<file path="src/rtl/serial_word_fifo_if.sv">
// Handshake bundle for serial_word_fifo: serial bit input, FIFO drain port and status.
// The slave modport is the FIFO itself; the master modport is the bit source and consumer.
interface serial_word_fifo_if #(
    parameter int unsigned WIDTH = 4,
    parameter int unsigned DEPTH = 4
);
    logic                           flush;
    logic                           bit_valid;
    logic                           bit_in;
    logic                           word_start;
    logic                           out_valid;
    logic [WIDTH-1:0]               out_data;
    logic                           out_ready;
    logic [$clog2(DEPTH+1)-1:0]     count;
    logic                           partial;
    logic                           overflow;

    modport master (
        output flush, bit_valid, bit_in, word_start, out_ready,
        input  out_valid, out_data, count, partial, overflow
    );

    modport slave (
        input  flush, bit_valid, bit_in, word_start, out_ready,
        output out_valid, out_data, count, partial, overflow
    );
endinterface

</file>
<file path="src/rtl/serial_word_fifo.sv">
// Serial-to-parallel word assembler feeding a DEPTH-entry FIFO with valid/ready drain,
// word realignment, flush and sticky overflow.
module serial_word_fifo #(
    parameter int unsigned WIDTH     = 4,
    parameter int unsigned DEPTH     = 4,
    parameter bit          LSB_FIRST = 1'b1
) (
    input logic              clk,
    input logic              reset,
    serial_word_fifo_if.slave bus_io
);
    localparam int unsigned CntW  = $clog2(DEPTH + 1);
    localparam int unsigned PtrW  = (DEPTH > 1) ? $clog2(DEPTH) : 1;
    localparam int unsigned BcntW = (WIDTH > 1) ? $clog2(WIDTH) : 1;

    logic [WIDTH-1:0] sreg_q, sreg_d;
    logic [BcntW-1:0] bcnt_q, bcnt_d;
    logic [WIDTH-1:0] mem_q [DEPTH];
    logic [PtrW-1:0]  wptr_q, wptr_d;
    logic [PtrW-1:0]  rptr_q, rptr_d;
    logic [CntW-1:0]  count_q, count_d;
    logic             overflow_q, overflow_d;

    logic [WIDTH-1:0] sreg_shift;
    logic [WIDTH-1:0] sreg_first;
    logic             complete;
    logic             pop;
    logic             push;
    logic             full;

    always_comb begin
        if (LSB_FIRST) begin
            sreg_shift = {bus_io.bit_in, sreg_q[WIDTH-1:1]};
            sreg_first = {bus_io.bit_in, {(WIDTH-1){1'b0}}};
        end else begin
            sreg_shift = {sreg_q[WIDTH-2:0], bus_io.bit_in};
            sreg_first = {{(WIDTH-1){1'b0}}, bus_io.bit_in};
        end
    end

    // A realigning bit is always bit 0 of a new word, so it can never complete one.
    assign full     = (count_q == CntW'(DEPTH));
    assign complete = bus_io.bit_valid && !bus_io.word_start && (bcnt_q == BcntW'(WIDTH - 1));
    assign pop      = (count_q != '0) && bus_io.out_ready;
    assign push     = complete && (!full || pop);

    always_comb begin
        sreg_d     = sreg_q;
        bcnt_d     = bcnt_q;
        wptr_d     = wptr_q;
        rptr_d     = rptr_q;
        count_d    = count_q;
        overflow_d = overflow_q;

        if (bus_io.word_start) begin
            bcnt_d = bus_io.bit_valid ? BcntW'(1) : '0;
            sreg_d = bus_io.bit_valid ? sreg_first : '0;
        end else if (bus_io.bit_valid) begin
            sreg_d = sreg_shift;
            bcnt_d = complete ? '0 : bcnt_q + BcntW'(1);
        end

        if (push) begin
            wptr_d = (wptr_q == PtrW'(DEPTH - 1)) ? '0 : wptr_q + PtrW'(1);
        end
        if (pop) begin
            rptr_d = (rptr_q == PtrW'(DEPTH - 1)) ? '0 : rptr_q + PtrW'(1);
        end
        if (push && !pop) begin
            count_d = count_q + CntW'(1);
        end else if (pop && !push) begin
            count_d = count_q - CntW'(1);
        end
        if (complete && full && !pop) begin
            overflow_d = 1'b1;
        end
    end

    always_ff @(posedge clk) begin
        if (reset || bus_io.flush) begin
            sreg_q     <= '0;
            bcnt_q     <= '0;
            wptr_q     <= '0;
            rptr_q     <= '0;
            count_q    <= '0;
            overflow_q <= 1'b0;
            for (int i = 0; i < int'(DEPTH); i++) begin
                mem_q[i] <= '0;
            end
        end else begin
            sreg_q     <= sreg_d;
            bcnt_q     <= bcnt_d;
            wptr_q     <= wptr_d;
            rptr_q     <= rptr_d;
            count_q    <= count_d;
            overflow_q <= overflow_d;
            if (push) begin
                mem_q[wptr_q] <= sreg_shift;
            end
        end
    end

    // Head is gated to zero when empty; everything here comes from registers only.
    assign bus_io.out_valid = (count_q != '0);
    assign bus_io.out_data  = (count_q != '0) ? mem_q[rptr_q] : '0;
    assign bus_io.count     = count_q;
    assign bus_io.partial   = (bcnt_q != '0);
    assign bus_io.overflow  = overflow_q;
endmodule

</file>
<file path="src/flat_wrapper.sv">
// flat-port wrapper written by rule: the top's interface ports become plain ports
module serial_word_fifo_flat 
#(
    parameter int unsigned WIDTH     = 4,
    parameter int unsigned DEPTH     = 4,
    parameter bit          LSB_FIRST = 1'b1
)
  (clk, reset, bus_io_flush, bus_io_bit_valid, bus_io_bit_in, bus_io_word_start, bus_io_out_ready, bus_io_out_valid, bus_io_out_data, bus_io_count, bus_io_partial, bus_io_overflow);
  serial_word_fifo_if #(.WIDTH(WIDTH), .DEPTH(DEPTH)) bus_io_i ();
  input logic clk;
  input logic reset;
  input wire logic [$bits(bus_io_i.flush)-1:0] bus_io_flush;
  input wire logic [$bits(bus_io_i.bit_valid)-1:0] bus_io_bit_valid;
  input wire logic [$bits(bus_io_i.bit_in)-1:0] bus_io_bit_in;
  input wire logic [$bits(bus_io_i.word_start)-1:0] bus_io_word_start;
  input wire logic [$bits(bus_io_i.out_ready)-1:0] bus_io_out_ready;
  output wire logic [$bits(bus_io_i.out_valid)-1:0] bus_io_out_valid;
  output wire logic [$bits(bus_io_i.out_data)-1:0] bus_io_out_data;
  output wire logic [$bits(bus_io_i.count)-1:0] bus_io_count;
  output wire logic [$bits(bus_io_i.partial)-1:0] bus_io_partial;
  output wire logic [$bits(bus_io_i.overflow)-1:0] bus_io_overflow;
  assign bus_io_i.flush = bus_io_flush;
  assign bus_io_i.bit_valid = bus_io_bit_valid;
  assign bus_io_i.bit_in = bus_io_bit_in;
  assign bus_io_i.word_start = bus_io_word_start;
  assign bus_io_i.out_ready = bus_io_out_ready;
  assign bus_io_out_valid = bus_io_i.out_valid;
  assign bus_io_out_data = bus_io_i.out_data;
  assign bus_io_count = bus_io_i.count;
  assign bus_io_partial = bus_io_i.partial;
  assign bus_io_overflow = bus_io_i.overflow;
  serial_word_fifo #(.WIDTH(WIDTH), .DEPTH(DEPTH), .LSB_FIRST(LSB_FIRST)) u_core (.clk(clk), .reset(reset), .bus_io(bus_io_i));
endmodule
</file>
<file path="config.mk">
export PLATFORM = sky130hd
export DESIGN_NAME = serial_word_fifo_flat
export DESIGN_NICKNAME = d
export VERILOG_FILES = /design/src/rtl/serial_word_fifo_if.sv /design/src/rtl/serial_word_fifo.sv /design/src/flat_wrapper.sv
export SDC_FILE = /design/constraint.sdc
export NUM_CORES = 1
export LEC_CHECK = 0
export CAP_MARGIN = 20
export CORE_UTILIZATION = 46
export CTS_BUF_LIST = sky130_fd_sc_hd__clkbuf_16
export CTS_CLUSTER_DIAMETER = 40
export DETAILED_ROUTE_END_ITERATION = 10
export PLACE_DENSITY_LB_ADDON = 0.2
export SYNTH_ARGS = -nofsm -noshare
export SYNTH_HDL_FRONTEND = slang
export SYNTH_SLANG_ARGS = --single-unit
</file>
<file path="constraint.sdc">
create_clock -name clk -period 2.59 [get_ports clk]
set_clock_uncertainty 0.2 [all_clocks]
set_input_delay 0.3885 -clock clk [delete_from_list [all_inputs] [get_ports clk]]
set_output_delay 0.3885 -clock clk [all_outputs]
set_load 0.005 [all_outputs]
</file>
# After elaboration in Yosys (flattened, before gate mapping)
# Memories as Yosys holds them, arrays and structs flattened. A register that Yosys moved wholly into a read port is not among the register bits.
# Cells that the tools add are included.
word_totals:
  mem_count: 1
  mem_bits_rw: 16
  reg_bits: 14
  in_bits: 7
classes:
  n_reduce_logical: 19
  n_eq_ne: 4
  n_mux: 22
  addsub: 5
mem_list:
  columns: ["memory", "depth", "word_bits", "read_ports", "rd_clocked_by_memory_dff", "write_ports", "line_no", "rtl"]
  rows:
  - ["u_core.mem_q", 4, 4, 1, 1, 4, "serial_word_fifo.sv:18", "logic [WIDTH-1:0] mem_q [DEPTH];"]
ops:
  columns: ["cell", "n"]
  rows:
  - ["4-bit 2-to-1 mux", 5]
  - ["2-bit 2-to-1 mux", 8]
  - ["1-bit logical AND", 8]
  - ["1-bit 2-to-1 mux", 7]
  - ["2-bit by 1-bit adder with 2-bit output (second input constant)", 3]
  - ["2-bit == test (second input constant)", 3]
  - ["3-bit 2-to-1 mux", 2]
  - ["2-bit nonzero test", 3]
  - ["1-bit zero test", 4]
  - ["4-bit OR reduction", 1]
  - ["3-bit by 1-bit adder with 3-bit output (second input constant)", 1]
  - ["3-bit == test (second input constant)", 1]
  - ["3-bit nonzero test", 1]
  - ["3-bit by 1-bit subtractor with 3-bit output (second input constant)", 1]
  - ["1-bit logical OR", 2]

# Logic depth before layout (Yosys ltp)
logic_depth:
  depth_word: 9
  depth_mapped: 11
  mapped_depth_nobuf: 10

# Worst setup path after synthesis
# Ideal clock, no wire load.
synth_timing:
  kind: "input -> register"
  from: "input port bus_io_bit_valid"
  to: "register u_core.count_q[2] (netlist: u_core.bus_io.count[2])"
  arrival_time_ns: 2.117
  cell_stages: 11
  path_buffers: 2
  path_slack_ns: 0.203
  required_time_ns: 2.319
  setup_ns: 0.071
  path_cell_list: "clkbuf_8 and3b_2 nand2_2 buf_6 inv_2 ha_1 inv_1 fa_1 xor2_1 or3_1 a21oi_1"
synth_via:
  elab_chain_cells: 6
  word_cells_on_any_way: 8
  cone_classes: "mux (1); reduce/logical (7)"
synth_lines:
  columns: ["item", "line_no", "rtl"]
  rows:
  - ["start: declaration", "flat_wrapper.sv:13", "input wire logic [$bits(bus_io_i.bit_valid)-1:0] bus_io_bit_valid;"]
  - ["1-bit logical AND (*) (2 in series)", "serial_word_fifo.sv:43", "assign complete = bus_io.bit_valid && !bus_io.word_start && (bcnt_q == BcntW'(WIDTH - 1));"]
  - ["1-bit logical AND (*)", "serial_word_fifo.sv:45", "assign push = complete && (!full || pop);"]
  - ["1-bit zero test", "serial_word_fifo.sv:71", "end else if (pop && !push) begin"]
  - ["1-bit logical AND", "serial_word_fifo.sv:71", null]
  - ["2-bit nonzero test (no source line)", null, null]
  - ["end signal: assignment", "serial_word_fifo.sv:95", "count_q <= count_d;"]
  - ["end: declaration", "serial_word_fifo.sv:21", "logic [CntW-1:0] count_q, count_d;"]
# Every way passes the cells marked *; elsewhere a longest branch is shown, timed or not.
# A chain may end at the register's enable or synchronous reset.

==> results.txt <==
Clk buf depth = 2
Syn_area_per_cell = 11.4 µm²
Clock latency on the worst-skew pair = 270 ps
Final Hold Fails = 0
First DRT Iteration DRCs = 24
Gate Count Post-Synth = 128
RSZ-0062 raised after global routing = false
Core ar. = 3030 µm²
DRC = 0
Power density over the cells = 595 nW/µm²
# H-tree levels = 2
Crit path launch type = flip-flop
Die area = 3400 µm²
Global-route wire length before repair = 4670 µm
Final Wtd Congestion = 0.767
Initial antenna violation count = 0
Crit end category = primary output
Max Freq = 409 MHz
CP Max Fanout = 4
Vias = 1,058
TritonRoute pass-1 iters = 4
Row count = 20
Vias in the first global route = 1,031
Final setup viols = 0
Met2 wire len = 1470 µm
Crit Path Class = reg2out
Setup Buffers After CTS = 0
# hold bufs at CTS = 0
Sequential share of the synthesized area = 53.6%
Run status = complete, no violations
Mapped Area = 1460 µm²
Per-cell routed wire length = 13.7 µm
Core Util, Final = 61.5%
Share of the synthesized area in the top cell type = 33.0%
Tcrit/Tclk final = 94.4%
DR top layer = met4
Syn_nets = 141
CTS tree = yes
Leakage = 0.694 nW
CP Data Required Time = 2000 ps
Fillers = 263
Met3 WL = 75 µm
Max_slew headroom = 68.9%
Hold/Removal Path Class = reg2reg
Final slew viol count = 0
Share of cells above drive strength 1 = 18.8%
WP data arrival = 1860 ps
Dpl ws = -112 ps
Post-route cell area = 1860 µm²
Nets = 172
Post_cts resized = 0
Commonest non-fill, non-tap cell in the layout = nor2_1
Pwr Total = 0.00111 W
Synth Register Bits = 31
Ys Warns = 0
VDD IR-drop max = 413 µV
DPL Wire Length = 2040 µm
Max_cap viols = 0
Io pins = 17
Yosys cell types = 33
Most frequent cells in the layout = 18 x nor2_1, 16 x clkdlybuf4s50_1, 16 x edfxtp_1, 15 x dfxtp_1, 11 x buf_4
Clock-pin slew on the worst setup and hold paths = 50 ps
Top cells by area, synth = edfxtp_1 33%, dfxtp_1 21%, mux4_2 6.2%
Met1 wire length = 1200 µm
DR vias/cell = 5.19
Clk sink count = 31
Grt total ovfl = 0
Area after DPL = 1730 µm²
Die Y = 58.3 µm
Cts bufs inserted = 5
Port bufs = 16
Largest net degree at the start of global routing = 14
Antenna Nets Post-Route = 0
Die Width = 58.3 µm
Layout area overhead = 27.8%
Tmin final = 2450 ps
Worst setup margin = 144 ps
Ant. Diodes = 0
GR Util All Layers = 18.9%
Starting Density = 48.1%
Slew @ Worst Pin = 465 ps
Yosys top cell by area = edfxtp_1
CTS root buf = clkbuf_16
Overall routed net length = 2800 µm
## cells by family after synthesis
logic type,after synthesis,share of synthesized area [%]
simple gates,55,20.8
flops,31,53.6
compound gates,15,5.84
buf+inv,11,4.03
mux,8,8.93
fa+ha+maj,6,5.67
xor+xnor,2,1.20
## stage by stage
step                hold WS, ps  setup TNS, ps  instances
detailed placement          258           -160        196
CTS                         277              0        204
global placement            252          -50.4        196
floorplan                   260              0        128
finish                      269              0        204
global route                326              0        204
## synthesized netlist by cell type, drive strengths merged
library cell,count
inv,8
nor3b,1
nor2,18
buf,1
nand3b,1
nor2b,5
mux2i,4
fa,1
dfxtp,15
or2,1
or4,2
nor3,7
xor2,2
mux4,4
nand4b,1
ha,5
edfxtp,16
or3,3
nand3,2
nor4,1
clkbuf,2
or4b,1
and3b,1
o31ai,1
o21ai,7
nand2,10
nor4b,1
a21oi,7
## final cells by class
type	count	area [µm²]	area share [%]
clock buffer	5	125	6.72
sequential	31	781	41.9
timing repair buffer	27	243	13.0
tap	44	55.1	2.95
clock inverter	3	11.3	0.604
inverter	8	30.0	1.61
multi-input combinational	86	618	33.2
## where the power goes
group | internal (W) | switching (W) | total [W] | leakage [nW]
combinational | 0.0000228 | 0.0000212 | 0.0000440 | 0.325
sequential | 0.000528 | 0.00000424 | 0.000532 | 0.299
clock | 0.000344 | 0.000188 | 0.000532 | 0.0701
## state kept, by name, summed over array words and instances, names as in the netlist, named ones only
register / count
u_core.mem_q: 16
u_core.bus_io.count: 3
u_core.sreg_q: 3
u_core.bcnt_q: 2
u_core.rptr_q: 2
u_core.wptr_q: 2
u_core.bus_io.overflow: 1
## layer usage
metal | GRT usage, % | up-vias
li1 | - | 518
met1 | 21.4 | 513
met2 | 33.8 | 21
met3 | 3.96 | 6
met4 | 9.18 | 0
met5 | 0 | -
## path summary, 6_finish.rpt
kind | cells after the start | to | start | slack (ps)
worst max-delay path | 3 | bus_io_out_data[0] | flip-flop | 140
worst max register to register | 10 | u_core.bus_io.count[2] | u_core.bcnt_q[0] | 200
worst min-delay path | 2 | u_core.bus_io.overflow | u_core.bus_io.overflow | 270
worst min register to register | 2 | u_core.bus_io.overflow | u_core.bus_io.overflow | 270
## critical path: stages (launching register included)
cell             delay (ps)
dfxtp_1                 470
mux4_2                  540
nor2b_1                 140
clkdlybuf4s50_1         430
No activity file was read; power rests on OpenSTA's default activity.
